<file path="src/rtl/abstract_cmd_ctrl_if.sv">
// Handshake bundle between the DMI register file, the access-register decoder,
// the halted hart's fetch path and the abstract command sequencer.
interface abstract_cmd_ctrl_if;
  logic        cmd_wr_en;
  logic [7:0]  cmd_cmdtype;
  logic        cmd_transfer;
  logic        cmd_write;
  logic        cmd_postexec;
  logic [2:0]  cmd_aarsize;
  logic [15:0] cmd_regno;
  logic [2:0]  cmderr_clr;
  logic        hart_halted;

  logic [7:0]  q_cmdtype;
  logic        q_transfer;
  logic        q_write;
  logic [2:0]  q_aarsize;
  logic [15:0] q_regno;

  logic [31:0] dec_inst0;
  logic [31:0] dec_inst1;
  logic        dec_size_err;

  logic [1:0]  absbuf_idx;
  logic [31:0] absbuf_rdata;

  logic        hart_go;
  logic        hart_going;
  logic        hart_done;
  logic        hart_exception;

  logic        busy;
  logic [2:0]  cmderr;

  modport master (
    output cmd_wr_en, cmd_cmdtype, cmd_transfer, cmd_write, cmd_postexec,
           cmd_aarsize, cmd_regno, cmderr_clr, hart_halted,
           dec_inst0, dec_inst1, dec_size_err, absbuf_idx,
           hart_going, hart_done, hart_exception,
    input  q_cmdtype, q_transfer, q_write, q_aarsize, q_regno,
           absbuf_rdata, hart_go, busy, cmderr
  );

  modport slave (
    input  cmd_wr_en, cmd_cmdtype, cmd_transfer, cmd_write, cmd_postexec,
           cmd_aarsize, cmd_regno, cmderr_clr, hart_halted,
           dec_inst0, dec_inst1, dec_size_err, absbuf_idx,
           hart_going, hart_done, hart_exception,
    output q_cmdtype, q_transfer, q_write, q_aarsize, q_regno,
           absbuf_rdata, hart_go, busy, cmderr
  );
endinterface

</file>
<file path="src/rtl/abstract_cmd_ctrl.sv">
// Abstract command sequencer: latches a DMI command, validates it, serves the
// 4-entry abstract buffer to the hart and tracks go/going/done/exception.
module abstract_cmd_ctrl #(
  parameter int unsigned TIMEOUT_CYC = 1024
) (
  input logic                 clk,
  input logic                 rst,
  abstract_cmd_ctrl_if.slave  bus
);

  localparam logic [31:0] NOP_INST    = 32'h0000_0013;
  localparam logic [31:0] EBREAK_INST = 32'h0010_0073;
  localparam logic [31:0] PROGBUF_JAL = 32'h7fd0_706f;
  localparam int          WD_W        = $clog2(TIMEOUT_CYC + 2);

  localparam logic [2:0] ERR_BUSY      = 3'd1;
  localparam logic [2:0] ERR_NOT_SUPP  = 3'd2;
  localparam logic [2:0] ERR_EXCEPTION = 3'd3;
  localparam logic [2:0] ERR_HALT      = 3'd4;
  localparam logic [2:0] ERR_TIMEOUT   = 3'd7;

  typedef enum logic [1:0] {IDLE, CHECK, GO, EXEC} state_t;

  state_t          state, state_nxt;
  logic [7:0]      q_cmdtype;
  logic            q_transfer;
  logic            q_write;
  logic [2:0]      q_aarsize;
  logic [15:0]     q_regno;
  logic            postexec_q;
  logic [2:0]      cmderr;
  logic [WD_W-1:0] wdog_cnt;

  logic            accept;
  logic            err_set;
  logic [2:0]      err_code;
  logic            running;
  logic            wdog_expire;
  logic            wr_while_busy;

  assign running       = (state == GO) || (state == EXEC);
  assign wdog_expire   = (TIMEOUT_CYC != 0) && running &&
                         (wdog_cnt == WD_W'(TIMEOUT_CYC - 1));
  assign wr_while_busy = bus.cmd_wr_en && (state != IDLE);

  // NOTE: every output of this block gets a default before the case, otherwise
  // a path that forgets one of them infers a latch.
  always_comb begin
    state_nxt = state;
    accept    = 1'b0;
    err_set   = 1'b0;
    err_code  = 3'd0;
    case (state)
      IDLE: begin
        if (bus.cmd_wr_en && (cmderr == 3'd0)) begin
          accept    = 1'b1;
          state_nxt = CHECK;
        end
      end
      CHECK: begin
        if (q_cmdtype != 8'd0) begin
          err_set = 1'b1; err_code = ERR_NOT_SUPP; state_nxt = IDLE;
        end else if (q_transfer && (bus.dec_size_err || (q_regno[15:12] > 4'd1))) begin
          err_set = 1'b1; err_code = ERR_NOT_SUPP; state_nxt = IDLE;
        end else if (!bus.hart_halted) begin
          err_set = 1'b1; err_code = ERR_HALT; state_nxt = IDLE;
        end else if (!q_transfer && !postexec_q) begin
          state_nxt = IDLE;
        end else begin
          state_nxt = GO;
        end
      end
      GO: begin
        if (wdog_expire) begin
          err_set = 1'b1; err_code = ERR_TIMEOUT; state_nxt = IDLE;
        end else if (bus.hart_going) begin
          state_nxt = EXEC;
        end
      end
      EXEC: begin
        // A done in the expiry cycle beats the watchdog.
        if (bus.hart_exception) begin
          err_set = 1'b1; err_code = ERR_EXCEPTION; state_nxt = IDLE;
        end else if (bus.hart_done) begin
          state_nxt = IDLE;
        end else if (wdog_expire) begin
          err_set = 1'b1; err_code = ERR_TIMEOUT; state_nxt = IDLE;
        end
      end
      default: state_nxt = IDLE;
    endcase
  end

  // NOTE: sequential state is written with non-blocking assignments so every
  // register samples the pre-edge values regardless of statement order.
  always_ff @(posedge clk) begin
    if (rst) begin
      state      <= IDLE;
      q_cmdtype  <= '0;
      q_transfer <= 1'b0;
      q_write    <= 1'b0;
      q_aarsize  <= '0;
      q_regno    <= '0;
      postexec_q <= 1'b0;
      cmderr     <= '0;
      wdog_cnt   <= '0;
    end else begin
      state <= state_nxt;
      if (accept) begin
        q_cmdtype  <= bus.cmd_cmdtype;
        q_transfer <= bus.cmd_transfer;
        q_write    <= bus.cmd_write;
        q_aarsize  <= bus.cmd_aarsize;
        q_regno    <= bus.cmd_regno;
        postexec_q <= bus.cmd_postexec;
        wdog_cnt   <= '0;
      end else if (running) begin
        wdog_cnt <= wdog_cnt + WD_W'(1);
      end
      // Only a zero cmderr may take a new code, so the first error sticks.
      if ((cmderr == 3'd0) && err_set)
        cmderr <= err_code;
      else if ((cmderr == 3'd0) && wr_while_busy)
        cmderr <= ERR_BUSY;
      else
        cmderr <= cmderr & ~bus.cmderr_clr;
    end
  end

  always_comb begin
    bus.absbuf_rdata = EBREAK_INST;
    case (bus.absbuf_idx)
      2'd0:    bus.absbuf_rdata = q_transfer ? bus.dec_inst0 : NOP_INST;
      2'd1:    bus.absbuf_rdata = q_transfer ? bus.dec_inst1 : NOP_INST;
      2'd2:    bus.absbuf_rdata = postexec_q ? PROGBUF_JAL : EBREAK_INST;
      default: bus.absbuf_rdata = EBREAK_INST;
    endcase
  end

  assign bus.q_cmdtype  = q_cmdtype;
  assign bus.q_transfer = q_transfer;
  assign bus.q_write    = q_write;
  assign bus.q_aarsize  = q_aarsize;
  assign bus.q_regno    = q_regno;
  assign bus.busy       = (state != IDLE);
  assign bus.hart_go    = (state == GO);
  assign bus.cmderr     = cmderr;

endmodule

</file>
<file path="src/flat_wrapper.sv">
// flat-port wrapper written by rule: the top's interface ports become plain ports
module abstract_cmd_ctrl_flat 
#(
  parameter int unsigned TIMEOUT_CYC = 1024
)
  (clk, rst, bus_cmd_wr_en, bus_cmd_cmdtype, bus_cmd_transfer, bus_cmd_write, bus_cmd_postexec, bus_cmd_aarsize, bus_cmd_regno, bus_cmderr_clr, bus_hart_halted, bus_dec_inst0, bus_dec_inst1, bus_dec_size_err, bus_absbuf_idx, bus_hart_going, bus_hart_done, bus_hart_exception, bus_q_cmdtype, bus_q_transfer, bus_q_write, bus_q_aarsize, bus_q_regno, bus_absbuf_rdata, bus_hart_go, bus_busy, bus_cmderr);
  abstract_cmd_ctrl_if bus_i ();
  input logic clk;
  input logic rst;
  input wire logic [$bits(bus_i.cmd_wr_en)-1:0] bus_cmd_wr_en;
  input wire logic [$bits(bus_i.cmd_cmdtype)-1:0] bus_cmd_cmdtype;
  input wire logic [$bits(bus_i.cmd_transfer)-1:0] bus_cmd_transfer;
  input wire logic [$bits(bus_i.cmd_write)-1:0] bus_cmd_write;
  input wire logic [$bits(bus_i.cmd_postexec)-1:0] bus_cmd_postexec;
  input wire logic [$bits(bus_i.cmd_aarsize)-1:0] bus_cmd_aarsize;
  input wire logic [$bits(bus_i.cmd_regno)-1:0] bus_cmd_regno;
  input wire logic [$bits(bus_i.cmderr_clr)-1:0] bus_cmderr_clr;
  input wire logic [$bits(bus_i.hart_halted)-1:0] bus_hart_halted;
  input wire logic [$bits(bus_i.dec_inst0)-1:0] bus_dec_inst0;
  input wire logic [$bits(bus_i.dec_inst1)-1:0] bus_dec_inst1;
  input wire logic [$bits(bus_i.dec_size_err)-1:0] bus_dec_size_err;
  input wire logic [$bits(bus_i.absbuf_idx)-1:0] bus_absbuf_idx;
  input wire logic [$bits(bus_i.hart_going)-1:0] bus_hart_going;
  input wire logic [$bits(bus_i.hart_done)-1:0] bus_hart_done;
  input wire logic [$bits(bus_i.hart_exception)-1:0] bus_hart_exception;
  output wire logic [$bits(bus_i.q_cmdtype)-1:0] bus_q_cmdtype;
  output wire logic [$bits(bus_i.q_transfer)-1:0] bus_q_transfer;
  output wire logic [$bits(bus_i.q_write)-1:0] bus_q_write;
  output wire logic [$bits(bus_i.q_aarsize)-1:0] bus_q_aarsize;
  output wire logic [$bits(bus_i.q_regno)-1:0] bus_q_regno;
  output wire logic [$bits(bus_i.absbuf_rdata)-1:0] bus_absbuf_rdata;
  output wire logic [$bits(bus_i.hart_go)-1:0] bus_hart_go;
  output wire logic [$bits(bus_i.busy)-1:0] bus_busy;
  output wire logic [$bits(bus_i.cmderr)-1:0] bus_cmderr;
  assign bus_i.cmd_wr_en = bus_cmd_wr_en;
  assign bus_i.cmd_cmdtype = bus_cmd_cmdtype;
  assign bus_i.cmd_transfer = bus_cmd_transfer;
  assign bus_i.cmd_write = bus_cmd_write;
  assign bus_i.cmd_postexec = bus_cmd_postexec;
  assign bus_i.cmd_aarsize = bus_cmd_aarsize;
  assign bus_i.cmd_regno = bus_cmd_regno;
  assign bus_i.cmderr_clr = bus_cmderr_clr;
  assign bus_i.hart_halted = bus_hart_halted;
  assign bus_i.dec_inst0 = bus_dec_inst0;
  assign bus_i.dec_inst1 = bus_dec_inst1;
  assign bus_i.dec_size_err = bus_dec_size_err;
  assign bus_i.absbuf_idx = bus_absbuf_idx;
  assign bus_i.hart_going = bus_hart_going;
  assign bus_i.hart_done = bus_hart_done;
  assign bus_i.hart_exception = bus_hart_exception;
  assign bus_q_cmdtype = bus_i.q_cmdtype;
  assign bus_q_transfer = bus_i.q_transfer;
  assign bus_q_write = bus_i.q_write;
  assign bus_q_aarsize = bus_i.q_aarsize;
  assign bus_q_regno = bus_i.q_regno;
  assign bus_absbuf_rdata = bus_i.absbuf_rdata;
  assign bus_hart_go = bus_i.hart_go;
  assign bus_busy = bus_i.busy;
  assign bus_cmderr = bus_i.cmderr;
  abstract_cmd_ctrl #(.TIMEOUT_CYC(TIMEOUT_CYC)) u_core (.clk(clk), .rst(rst), .bus(bus_i));
endmodule
</file>
<file path="config.mk">
export PLATFORM = sky130hd
export DESIGN_NAME = abstract_cmd_ctrl_flat
export DESIGN_NICKNAME = d
export VERILOG_FILES = /design/src/rtl/abstract_cmd_ctrl_if.sv /design/src/rtl/abstract_cmd_ctrl.sv /design/src/flat_wrapper.sv
export SDC_FILE = /design/constraint.sdc
export NUM_CORES = 1
export LEC_CHECK = 0
export BUFFER_PORTS_ARGS = -buffer_cell sky130_fd_sc_hd__buf_2
export CAP_MARGIN = 10
export CORE_MARGIN = 2
export CORE_UTILIZATION = 37
export DETAILED_ROUTE_END_ITERATION = 16
export PLACE_DENSITY = 0.86
export SYNTH_ARGS = -nofsm -noshare
export SYNTH_HDL_FRONTEND = slang
export SYNTH_SLANG_ARGS = --single-unit
</file>
<file path="constraint.sdc">
create_clock -name clk -period 1.6 [get_ports clk]
set_input_delay 0.32 -clock clk [delete_from_list [all_inputs] [get_ports clk]]
set_output_delay 0.32 -clock clk [all_outputs]
set_load 0.02 [all_outputs]
</file>
== Yosys cells after proc, flatten, opt, wreduce, memory -nomap -nowiden ==
Cells that the tools add are included.

* Add/sub/neg operators: 1
* Order comparisons: 1
* Eq/ne operators: 9
* Mux-type cells: 33
* Bitwise operators: 2
* Reductions and logical operators: 18

{| class="wikitable"
|+ Operators with widths
! kind !! number
|-
| $pmux W32 S3 || 1
|-
| $mux W32 || 2
|-
| $mux W31 || 1
|-
| $mux W3 || 8
|-
| $mux W2 || 10
|-
| $add A11 B1 Y11 const B || 1
|-
| $eq A11 B10 Y1 const B || 1
|-
| $pmux W3 S3 || 1
|-
| $mux W1 || 8
|-
| $pmux W2 S4 || 1
|-
| $reduce_bool A8 Y1 || 1
|-
| $logic_and A1 B1 Y1 || 7
|-
| $eq A2 B2 Y1 const B || 3
|-
| $eq A2 B1 Y1 const B || 2
|-
| $gt A4 B1 Y1 const B || 1
|-
| $logic_not A2 Y1 || 2
|-
| $ne A4 B3 Y1 const B || 1
|-
| $and A3 B3 Y3 || 1
|-
| $logic_not A3 Y1 || 1
|-
| $ne A3 B2 Y1 const B || 1
|-
| $not A3 Y3 || 1
|-
| $pmux W1 S3 || 1
|-
| $reduce_and A3 Y1 || 1
|-
| $logic_not A1 Y1 || 2
|-
| 4 further kinds || 5
|}

* Bits in registers: 46
* Input port bits: 107
* Output and inout bits: 66
* Word-level logic and storage cells: 73

== Longest topological paths before layout ==
Gate-level depths: netlist (run 1).

* Depth after elaboration: 9
* Mapped depth: 6
* Gate-level depth less buffers: 5

== Worst setup path before layout (run 1) ==
Ideal clock, no wire load.

* Path type: in2out
* Start point: input bus_absbuf_idx[0]
* End point: output bus_absbuf_rdata[25]
* Data arrival time: 1.324 ns
* Data required time: 1.280 ns
* Slack: -0.044 ns
* Stages: 4
* Path buffers: 2
* Cells stage by stage: buf_2 buf_2 mux2i_1 o21ai_0

* Word-level cells in the longest chain between the ends: 2
* Elaborated cells between the ends (all ways): 4
* Those cells by class: 2 x eq/ne; 1 x mux; 1 x reduce/logical

{| class="wikitable"
|+ RTL lines
! element !! line !! text
|-
| start, declared || flat_wrapper.sv:22 || <nowiki>input wire logic [$bits(bus_i.absbuf_idx)-1:0] bus_absbuf_idx;</nowiki>
|-
| $eq A2 B2 Y1 (tied with other cells) || abstract_cmd_ctrl.sv:132 || <nowiki>case (bus.absbuf_idx)</nowiki>
|-
| $pmux W32 S3 * || abstract_cmd_ctrl.sv:132 ||
|-
| end, declared || flat_wrapper.sv:31 || <nowiki>output wire logic [$bits(bus_i.absbuf_rdata)-1:0] bus_absbuf_rdata;</nowiki>
|}

Every way passes the cells marked *; elsewhere a longest branch is shown, timed or not.

== Worst setup path in the final report (run 1) ==
* Start point: register u_core.q_transfer, in the netlist u_core.bus.q_transfer
* End point: output bus_absbuf_rdata[0]

* Word-level cells in the longest chain between the ends: 2
* Elaborated cells between the ends (all ways): 3
* Those cells by class: 3 x mux

{| class="wikitable"
|+ RTL lines
! element !! line !! text
|-
| start, declared || abstract_cmd_ctrl.sv:26 || <nowiki>logic q_transfer;</nowiki>
|-
| start signal, assigned || abstract_cmd_ctrl.sv:111 || <nowiki>q_transfer <= bus.cmd_transfer;</nowiki>
|-
| $mux W32, on equally long branches || abstract_cmd_ctrl.sv:134, abstract_cmd_ctrl.sv:133 ||
|-
| $pmux W32 S3 * || abstract_cmd_ctrl.sv:132 ||
|}

Marked as above.

==> summary.txt, run 1 <==
Power and ir drop
  – Sequential power share: 0.428
  – Power share of the combinational group: 0.276
  – Overall power consumption: 2.94 mW
  – VDD IR-drop max: 0.681 mV
  – Power density over cell area: 780 nW/um^2
  – Static leakage power: 1.88 nW
  – Clk pwr share: 0.296
  – NetSw: 896 uW
  – Internal portion of total power: 2.04 mW
  – Sw Share: 0.305

Synth
  – Post-synth cell types: 38
  – Most common flop cell mapped by yosys: sky130_fd_sc_hd__dfxtp_1
  – Share of flip-flops with an asynchronous set or reset: 0
  – Sequential-to-total area share from yosys stat: 0.376
  – Warning count from the yosys run: 0
  – Synth top area share: 0.376
  – Post-synthesis cell type with the largest combined area: sky130_fd_sc_hd__dfxtp_1
  – Post-synthesis average cell area: 8.01 um^2
  – Number of nets produced by synthesis: 414
  – Syn Inst Count: 306
  – Top cells by area in the synthesized netlist: sky130_fd_sc_hd__dfxtp_1 38%, sky130_fd_sc_hd__mux2i_1 11%, sky130_fd_sc_hd__nand2_1 10%
  – Synthesized area: 2450 um^2
  – Post-synth EDFFs: 0
  – Dominant cell by count in the synthesized netlist: sky130_fd_sc_hd__nand2_1
  – Most frequent cells after synthesis: 67 x sky130_fd_sc_hd__nand2_1, 46 x sky130_fd_sc_hd__dfxtp_1, 31 x sky130_fd_sc_hd__a21oi_1
  – Synth Register Bits: 46

Timing
  – Tightest slew margin relative to the limit: 0.753
  – Setup violations, final: 1
  – Part of the cycle the worst path needs: 1.00
  – Fmax achieved: 623 MHz
  – Min Clock Period, post-route: 1.61 ns
  – Setup repair after global routing missed its margin: yes
  – Actual transition at the worst max-transition pin: 0.369 ns
  – Setup ws final: -0.00507 ns
  – Max-slew violation count: 0
  – Worst Clk Skew: 0.00788 ns
  – Final Hold Violating Endpoints: 0

Detailed routing
  – Detail Route met2 WL: 4620 um
  – Detail-routed via count per cell: 5.11
  – Highest layer used for signal routing: met4
  – Residual DRC count: 0
  – Drt total wl: 8520 um
  – DRT met1 WL: 3180 um
  – Remaining antenna violation count: 0
  – Met3 Wirelength: 597 um
  – First DRT Iteration DRCs: 92
  – Initial DRT Pass Iterations: 4
  – DR vias: 2849
  – Final routed wire length divided by cell count: 15.3 um

Critical path
  – Maximum cell stage delay along the critical path: 0.36 ns
  – Type of element capturing the critical path: output pin
  – Kind of critical path: reg -> out
  – Required time of the worst setup path: 1.28 ns
  – Critical-path maximum fanout: 8
  – Cell at the slowest stage of the critical path: sky130_fd_sc_hd__dfxtp_2
  – Slack of the worst reg-to-reg path: 0.07 ns
  – Category of the worst setup path launch point: flip-flop
  – Critical path cell sequence: nand2b_4 -> buf_12 -> a211o_1 -> buf_6
  – Arrival time reported for the critical path endpoint: 1.29 ns

GRT
  – Initial antenna violation count: 0
  – Number of global-route vias before repair: 2714
  – Global-route wire length before repair: 12700 um
  – Gr usage total: 0.217
  – Pin count of the biggest net entering global routing: 31
  – Remaining Overflow, GRT: 0

Floorplan
  – Width of the die: 85.4 um
  – Initial cell density of the core: 0.384
  – Die Y: 85.4 um
  – Num ports: 173
  – Die footprint: 7290 um^2
  – Site Rows: 29
  – Placeable Area: 6390 um^2

Final layout
  – Area used by multi-input combinational logic: 1460 um^2
  – Nets: 588
  – Synthesis-to-finish area growth: 53.8%
  – # diodes: 0
  – Number of filler cells placed in the layout: 564
  – Sequential cell area in the final layout: 932 um^2
  – Number of non-filler instances in the completed layout: 558
  – Ratio of cells with drive above 1 in the final layout: 0.468
  – Final Core Density: 0.590

Clock tree
  – Clock edge transition at the registers on the reported setup and hold paths: 0.09 ns
  – TritonCTS clock tree: built
  – Clk Tree Root Cell: sky130_fd_sc_hd__clkbuf_8
  – Clock sink total: 46
  – Maximum clock path buffer count: 2
  – Total number of H-tree levels: 2
  – Clock insertion delay at the later pin of the skew report: 0.30 ns
  – CTS buffer count: 5

Worst hold path
  – Path category of the worst min-delay check: in -> reg

Run status
  – Outcome: complete, but fails checks
  – Failing checks: setup timing

Run
  – Max cap viols: 0

Placement
  – GPL Wtd Cong: 0.924
  – Post-DP HPWL: 6390 um
  – # placed instances: 548
  – IO Port Bufs: 172
path summary, 6_finish.rpt:
kind                              start                      end  cells after the start
setup / recovery  u_core.bus.q_transfer      bus_absbuf_rdata[0]                      4
hold / removal       bus_cmd_cmdtype[0]  u_core.bus.q_cmdtype[0]                      3
setup reg to reg     u_core.wdog_cnt[1]     u_core.bus.cmderr[1]                      5
hold reg to reg   u_core.bus.q_regno[0]    u_core.bus.q_regno[0]                      2
final cells by class:
cell class                      count  share of cell area
Timing Repair Buffer              188               0.306
Multi-Input combinational cell    236               0.388
Tap cell                           77              0.0256
Inverter                            3             0.00299
Sequential cell                    46               0.247
Clock buffer                        5              0.0183
Clock inverter                      3              0.0116
routing by layer:
layer  GRT usage  vias up
li1            -     1387
met1       0.231     1323
met2       0.423      125
met3      0.0447       14
met4      0.0620        0
met5           0        -
worst max-delay path: cells and delay by family, from the launching register on:
family,cells,cell delay (ns)
compound gates,1,0.24
flops,1,0.36
simple gates,1,0.10
buf+inv,2,0.29
cells in the final DEF (no fill, tap or decap), types with 2 or more instances in the layout:
master / instances
sky130_fd_sc_hd__a211o_1: 2
sky130_fd_sc_hd__a21o_1: 3
sky130_fd_sc_hd__a21oi_1: 31
sky130_fd_sc_hd__and3_1: 3
sky130_fd_sc_hd__buf_12: 4
sky130_fd_sc_hd__buf_2: 148
sky130_fd_sc_hd__buf_4: 26
sky130_fd_sc_hd__buf_6: 7
sky130_fd_sc_hd__clkbuf_8: 5
sky130_fd_sc_hd__dfxtp_1: 41
sky130_fd_sc_hd__dfxtp_2: 3
sky130_fd_sc_hd__dfxtp_4: 2
sky130_fd_sc_hd__inv_1: 3
sky130_fd_sc_hd__mux2_2: 4
sky130_fd_sc_hd__mux2i_1: 27
sky130_fd_sc_hd__nand2_1: 67
sky130_fd_sc_hd__nand2b_1: 2
sky130_fd_sc_hd__nand3_1: 5
sky130_fd_sc_hd__nand3b_1: 2
sky130_fd_sc_hd__nand4_1: 4
sky130_fd_sc_hd__nor2_1: 18
sky130_fd_sc_hd__nor2_2: 8
sky130_fd_sc_hd__nor2b_1: 5
sky130_fd_sc_hd__nor3_1: 5
sky130_fd_sc_hd__nor3b_1: 2
sky130_fd_sc_hd__nor4_1: 2
sky130_fd_sc_hd__o21a_1: 2
sky130_fd_sc_hd__o21ai_0: 11
sky130_fd_sc_hd__o21ai_1: 5
sky130_fd_sc_hd__o21ai_2: 3
sky130_fd_sc_hd__xnor2_1: 6
sky130_fd_sc_hd__xor2_1: 4
timing repair:
item | in CTS | in global routing
endpoints found under the setup margin | 3 | 36
hold buffers | 0 | 0
gates resized for setup | 30 | 28
pin swaps | 2 | 4
setup buffers | 0 | 0
gates cloned | 1 | 1
cells by family (layout without fill, tap and decap cells):
family / count (synthesis) / in the layout / share of synthesized area
buf+inv: 24 / 199 / 0.0495
xor+xnor: 10 / 10 / 0.0357
simple gates: 130 / 130 / 0.246
fa+ha+maj: 1 / 1 / 0.00510
flops: 46 / 46 / 0.376
mux: 31 / 31 / 0.129
compound gates: 64 / 64 / 0.160
state kept, by name (all words and copies together) (netlist names):
signal,count
u_core.bus.cmderr,3
u_core.bus.q_aarsize,3
u_core.bus.q_cmdtype,8
u_core.bus.q_regno,16
u_core.bus.q_transfer,1
u_core.bus.q_write,1
u_core.postexec_q,1
u_core.state,2
u_core.wdog_cnt,11
per-stage QoR:
step / hold slack (ns) / setup WS (ns) / cell area [um^2] / TNS, ns
2_1_floorplan: 0.446 / -0.0440 / 2450 / -0.750
3_3_place_gp: 0.439 / 0.0664 / 3460 / 0
3_5_place_dp: 0.447 / 0.0244 / 3460 / 0
4_1_cts: 0.227 / -0.0247 / 3680 / -0.184
5_1_grt: 0.236 / -0.0668 / 3770 / -0.382
6_report: 0.245 / -0.00507 / 3770 / -0.00507
power by group through the flow:
stage,sequential [mW],combinational [mW],clock (mW)
floorplan,1.35,0.345,0
global placement,1.28,0.749,0
detailed placement,1.28,0.761,0
CTS,1.26,0.788,0.906
global route,1.27,0.878,0.939
finish,1.26,0.810,0.870
No activity file was read; power rests on OpenSTA's default activity.
==> run 2: changes to the inputs <==
--- a/config.mk
+++ b/config.mk
@@ -8,9 +8,11 @@
 export BUFFER_PORTS_ARGS = -buffer_cell sky130_fd_sc_hd__buf_2
 export CAP_MARGIN = 10
 export CORE_MARGIN = 2
-export CORE_UTILIZATION = 37
+export CORE_UTILIZATION = 38
+export CTS_BUF_LIST = sky130_fd_sc_hd__clkbuf_4
 export DETAILED_ROUTE_END_ITERATION = 16
-export PLACE_DENSITY = 0.86
+export PLACE_DENSITY = 0.88
+export SLEW_MARGIN = 20
 export SYNTH_ARGS = -nofsm -noshare
 export SYNTH_HDL_FRONTEND = slang
 export SYNTH_SLANG_ARGS = --single-unit
==> run 2 against run 1 <==
The run still ends with setup timing left. Core utilization rose by 2.6 points. Maximum frequency down 3.5%. Wire length is 2.0% higher. Largest cell class unchanged. Highest routed layer unchanged.
==> summary.txt, run 2 (same netlist as run 1, synthesis figures left out) <==
Worst hold path
  – Cells on Worst Hold Path: 3
  – Endpoint with the worst hold slack: u_core.bus.q_cmdtype[3]
  – Path category of the worst min-delay check: in -> reg
  – Launch point of the worst hold path: bus_cmd_cmdtype[3]

GRT
  – Gr usage total: 0.228
  – Pin count of the biggest net entering global routing: 31
  – Global-route wire length before repair: 13100 um
  – Remaining Overflow, GRT: 0
  – Initial antenna violation count: 0
  – Number of global-route vias before repair: 2749

Final layout
  – Registers with the most flip-flops: u_core.bus.q_regno (16), u_core.wdog_cnt (11), u_core.bus.q_cmdtype (8)
  – Commonest non-fill, non-tap cell in the layout: sky130_fd_sc_hd__buf_2
  – Most used cells in the layout excluding fill and tap cells: 146 x sky130_fd_sc_hd__buf_2, 67 x sky130_fd_sc_hd__nand2_1, 40 x sky130_fd_sc_hd__dfxtp_1
  – Number of non-filler instances in the completed layout: 560
  – Synthesis-to-finish area growth: 57.7%
  – Nets: 591
  – Largest register by flop count: u_core.bus.q_regno
  – Max FFs per register: 16
  – Number of filler cells placed in the layout: 537
  – # diodes: 0
  – Ratio of cells with drive above 1 in the final layout: 0.493

Clock tree
  – Total number of H-tree levels: 2
  – Maximum clock path buffer count: 2
  – TritonCTS clock tree: built
  – Clock edge transition at the registers on the reported setup and hold paths: 0.13 ns
  – CTS buffer count: 5
  – Clock sink total: 46
  – Clk Tree Root Cell: sky130_fd_sc_hd__clkbuf_4
  – Clock insertion delay at the later pin of the skew report: 0.34 ns

Timing
  – Final Hold Violating Endpoints: 0
  – Max-slew violation count: 0
  – Actual transition at the worst max-transition pin: 0.355 ns
  – Part of the cycle the worst path needs: 1.04
  – Setup repair after global routing missed its margin: yes
  – Fmax achieved: 601 MHz
  – Worst Clk Skew: 0.0122 ns
  – Setup ws final: -0.0627 ns
  – Setup violations, final: 20
  – Min Clock Period, post-route: 1.66 ns
  – Tightest slew margin relative to the limit: 0.757
  – Fin Hold WS: 0.195 ns
  – Total negative setup slack: -0.665 ns

Detailed routing
  – Detail-routed via count per cell: 5.11
  – Remaining antenna violation count: 0
  – Residual DRC count: 0
  – First DRT Iteration DRCs: 98
  – DR vias: 2863
  – Final routed wire length divided by cell count: 15.5 um
  – Initial DRT Pass Iterations: 4
  – Drt total wl: 8700 um

Critical path
  – Worst reg2reg startpoint: u_core.wdog_cnt[0]
  – Critical-path maximum fanout: 7
  – Required time of the worst setup path: 1.28 ns
  – Category of the worst setup path launch point: flip-flop
  – Arrival time reported for the critical path endpoint: 1.34 ns
  – Slack of the worst reg-to-reg path: 0.11 ns
  – Kind of critical path: reg -> out
  – Type of element capturing the critical path: output pin
  – Depth of the worst register-to-register path: 5
  – Worst R2R End: u_core.bus.cmderr[0]

Power and ir drop
  – VDD IR-drop max: 0.457 mV
  – Power density over cell area: 677 nW/um^2
  – Static leakage power: 1.88 nW
  – Overall power consumption: 2.62 mW

Floorplan
  – Site Rows: 29
  – Die footprint: 7110 um^2
  – Placeable Area: 6280 um^2
  – Width of the die: 84.3 um
  – Initial cell density of the core: 0.390
  – Num ports: 173
  – Die Y: 84.3 um

Run status
  – Outcome: complete, but fails checks
  – Failing checks: setup timing

Run
  – Max cap viols: 0

Placement
  – IO Port Bufs: 172
  – # placed instances: 549
  – Post-placement worst setup slack: 0.0204 ns
  – GPL Wtd Cong: 0.929
  – Post-DP HPWL: 6320 um
==> run 2: cell types whose count changed in the layout (fill, tap and decap cells not counted), sizes merged <==
cell    previous run  this run
buf              186       189
inv                4         3
bufinv             1         0
clkinv             1         2
==> run 2: report_power, final <==
group	leakage (nW)	total (mW)	internal, mW	switching [mW]
Combinational	1.48	0.852	0.377	0.474
Sequential	0.378	1.26	1.21	0.0477
Clock	0.0308	0.504	0.159	0.346
Total	1.88	2.62	1.75	0.868
==> run 2: worst max path at each step <==
stage	start	end	cells after the start
finish	u_core.bus.q_transfer	bus_absbuf_rdata[18]	5
global route	u_core.bus.q_transfer	bus_absbuf_rdata[18]	5
CTS	u_core.bus.q_transfer	bus_absbuf_rdata[0]	4
detailed placement	bus_absbuf_idx[0]	bus_absbuf_rdata[26]	5
global placement	bus_absbuf_idx[0]	bus_absbuf_rdata[2]	5
floorplan	bus_absbuf_idx[0]	bus_absbuf_rdata[26]	4
==> run 2: metal layers <==
layer / vias up / track usage / share of wire
li1: 1395 / - / -
met1: 1332 / 0.233 / 0.37
met2: 120 / 0.461 / 0.54
met3: 16 / 0.0462 / 0.065
met4: 0 / 0.0572 / 0.023
met5: - / 0 / 0
==> run 2: stage by stage <==
step | util | instance area [um^2]
floorplan | - | 2450
global placement | 0.550 | 3450
detailed placement | 0.550 | 3450
CTS | 0.579 | 3630
global route | 0.616 | 3860
finish | 0.616 | 3860
==> run 2: critical path, cell delays in order, from the launching register on <==
cell	delay, ns
sky130_fd_sc_hd__dfxtp_2	0.38
sky130_fd_sc_hd__nand2b_4	0.08
sky130_fd_sc_hd__buf_12	0.14
sky130_fd_sc_hd__clkbuf_16	0.16
sky130_fd_sc_hd__nor2_2	0.12
sky130_fd_sc_hd__buf_6	0.13
==> run 2: layout make-up <==
| type | count | area (um^2) | area share |
|---|---|---|---|
| Clock buffer | 5 | 37.5 | 0.00971 |
| Multi-Input combinational cell | 236 | 1550 | 0.401 |
| Tap cell | 77 | 96.3 | 0.0249 |
| Timing Repair Buffer | 191 | 1230 | 0.318 |
| Inverter | 3 | 11.3 | 0.00291 |
| Sequential cell | 46 | 931 | 0.241 |
| Clock inverter | 2 | 10.0 | 0.00259 |
==> run 2: what timing repair did <==
action,4_1_cts,5_1_grt
endpoints found under the setup margin,21,35
gates cloned,1,1
pin swaps,3,9
gates resized for setup,35,56
hold buffers,0,0
buffers inserted,0,2
==> run 3: changes to the inputs <==
--- a/config.mk
+++ b/config.mk
@@ -7,11 +7,14 @@
 export LEC_CHECK = 0
 export BUFFER_PORTS_ARGS = -buffer_cell sky130_fd_sc_hd__buf_2
 export CAP_MARGIN = 10
+export CELL_PAD_IN_SITES_DETAIL_PLACEMENT = 1
+export CELL_PAD_IN_SITES_GLOBAL_PLACEMENT = 1
 export CORE_MARGIN = 2
-export CORE_UTILIZATION = 38
+export CORE_UTILIZATION = 26
 export CTS_BUF_LIST = sky130_fd_sc_hd__clkbuf_4
 export DETAILED_ROUTE_END_ITERATION = 16
-export PLACE_DENSITY = 0.88
+export PLACE_DENSITY = 0.89
+export REMOVE_ABC_BUFFERS = 1
 export SLEW_MARGIN = 20
 export SYNTH_ARGS = -nofsm -noshare
 export SYNTH_HDL_FRONTEND = slang
==> run 3 against run 2 <==
The run still ends with setup timing left. Die area up 44%. Sequential share of layout area barely moved. Final cell count increased by 6.6%. Worst setup slack got worse by 0.011 ns. Power rose by 2.3%.
==> summary.txt, run 3 (same netlist as run 1, synthesis figures left out) <==
Final layout
  – Design Area, Final: 3850 um^2
  – Commonest non-fill, non-tap cell in the layout: sky130_fd_sc_hd__buf_2
  – Nets: 591
  – Ratio of cells with drive above 1 in the final layout: 0.475
  – Max FFs per register: 16
  – Synthesis-to-finish area growth: 57.0%
  – Number of non-filler instances in the completed layout: 597
  – Most used cells in the layout excluding fill and tap cells: 144 x sky130_fd_sc_hd__buf_2, 67 x sky130_fd_sc_hd__nand2_1, 42 x sky130_fd_sc_hd__dfxtp_1
  – Largest register by flop count: u_core.bus.q_regno
  – Registers with the most flip-flops: u_core.bus.q_regno (16), u_core.wdog_cnt (11), u_core.bus.q_cmdtype (8)

Placement
  – GPL Wtd Cong: 0.828
  – IO Port Bufs: 172
  – # placed instances: 584
  – Post-DP HPWL: 7290 um
  – Post-placement worst setup slack: -0.0172 ns
  – Placed cell areas: 3490 um^2

Timing
  – Min Clock Period, post-route: 1.67 ns
  – Max-slew violation count: 0
  – Worst Clk Skew: 0.0195 ns
  – Setup violations, final: 22
  – Part of the cycle the worst path needs: 1.05
  – Final Hold Violating Endpoints: 0
  – Total negative setup slack: -0.565 ns
  – Actual transition at the worst max-transition pin: 0.381 ns
  – Fmax achieved: 598 MHz
  – Tightest slew margin relative to the limit: 0.744
  – Setup repair after global routing missed its margin: yes
  – Setup ws final: -0.0733 ns

Clock tree
  – Maximum clock path buffer count: 2
  – Total number of H-tree levels: 2
  – TritonCTS clock tree: built
  – Hold Buf Count CTS: 0
  – Clock edge transition at the registers on the reported setup and hold paths: 0.14 ns
  – Clock sink total: 46
  – Clk Tree Root Cell: sky130_fd_sc_hd__clkbuf_4
  – CTS buffer count: 5
  – Clock insertion delay at the later pin of the skew report: 0.36 ns

Critical path
  – Depth of the worst register-to-register path: 5
  – Worst R2R End: u_core.bus.cmderr[0]
  – Arrival time reported for the critical path endpoint: 1.35 ns
  – Required time of the worst setup path: 1.28 ns
  – Type of element capturing the critical path: output pin
  – Slack of the worst reg-to-reg path: 0.10 ns
  – Category of the worst setup path launch point: flip-flop
  – Kind of critical path: reg -> out
  – Worst reg2reg startpoint: u_core.wdog_cnt[0]
  – Critical-path maximum fanout: 8

Worst hold path
  – Path category of the worst min-delay check: in -> reg
  – Launch point of the worst hold path: bus_cmd_aarsize[1]
  – Cells on Worst Hold Path: 3
  – Endpoint with the worst hold slack: u_core.bus.q_aarsize[1]

GRT
  – Number of global-route vias before repair: 3076
  – Pin count of the biggest net entering global routing: 31
  – Initial antenna violation count: 2
  – Global-route wire length before repair: 15000 um
  – Remaining Overflow, GRT: 0
  – Gr usage total: 0.187

Run status
  – Failing checks: setup timing
  – Outcome: complete, but fails checks

Detailed routing
  – Remaining antenna violation count: 0
  – Drt total wl: 9990 um
  – Residual DRC count: 0
  – First DRT Iteration DRCs: 81
  – DR vias: 2907
  – Final routed wire length divided by cell count: 16.7 um
  – Detail-routed via count per cell: 4.87
  – Initial DRT Pass Iterations: 4

Floorplan
  – Width of the die: 101 um
  – Placeable Area: 9200 um^2
  – Site Rows: 35
  – Num ports: 173
  – Die Y: 101 um
  – Initial cell density of the core: 0.267
  – Die footprint: 10200 um^2

Power and ir drop
  – VDD IR-drop max: 0.478 mV
  – Static leakage power: 1.86 nW
  – Overall power consumption: 2.68 mW
  – Power density over cell area: 696 nW/um^2

Run
  – Max cap viols: 0
## run 3: cell types whose count changed in the layout (fill, tap and decap cells not counted), sizes merged
cell	delta
diode	+2
buf	+1
## run 3: worst max path at each step
| stage | start | to | slack (ns) |
|---|---|---|---|
| 2_1_floorplan | u_core.bus.q_transfer | bus_absbuf_rdata[12] | -0.31 |
| 3_3_place_gp | bus_absbuf_idx[0] | bus_absbuf_rdata[1] | 0.04 |
| 3_5_place_dp | bus_absbuf_idx[0] | bus_absbuf_rdata[1] | -0.02 |
| 4_1_cts | u_core.bus.q_transfer | bus_absbuf_rdata[4] | -0.04 |
| 5_1_grt | u_core.postexec_q | bus_absbuf_rdata[30] | -0.11 |
| 6_report | u_core.bus.q_transfer | bus_absbuf_rdata[30] | -0.07 |
## run 3: stage by stage
stage                      util  hold WS, ns
final                     0.418        0.177
after global routing      0.418        0.158
after CTS                 0.413        0.168
after detailed placement  0.379        0.447
after global placement    0.379        0.440
after floorplan               -        0.389
## run 3: routing by layer
layer | vias to the layer above | routed length (um) | track usage
li1 | 1404 | - | -
met1 | 1358 | 3590 | 0.179
met2 | 122 | 5350 | 0.368
met3 | 23 | 699 | 0.0465
met4 | 0 | 348 | 0.0873
met5 | - | 0 | 0
## run 3: worst max-delay path, stage by stage (launching register included)
cell and delay [ns]:
sky130_fd_sc_hd__dfxtp_2 0.38, sky130_fd_sc_hd__nand2b_4 0.12, sky130_fd_sc_hd__buf_8 0.17, sky130_fd_sc_hd__o21ai_1 0.16, sky130_fd_sc_hd__buf_4 0.17
## run 3: area by class of cell
cell class / count / area (um^2)
Multi-Input combinational cell: 236 / 1530
Clock inverter: 2 / 8.76
Antenna cell: 2 / 5.00
Fill cell: 1135 / 5350
Tap cell: 111 / 139
Inverter: 3 / 11.3
Sequential cell: 46 / 926
Timing Repair Buffer: 191 / 1190
Clock buffer: 6 / 45.0
## run 3: power breakdown
part	internal [mW]	switching, mW	total, mW
combinational	0.378	0.480	0.858
sequential	1.21	0.0475	1.26
clock	0.183	0.375	0.558
total	1.77	0.902	2.68
## run 3: what timing repair did
| action | CTS | global route |
|---|---|---|
| buffers inserted | 1 | 0 |
| pin swaps | 8 | 1 |
| resized for setup | 78 | 13 |
| gates cloned | 2 | 0 |
| setup endpoints to repair | 30 | 33 |
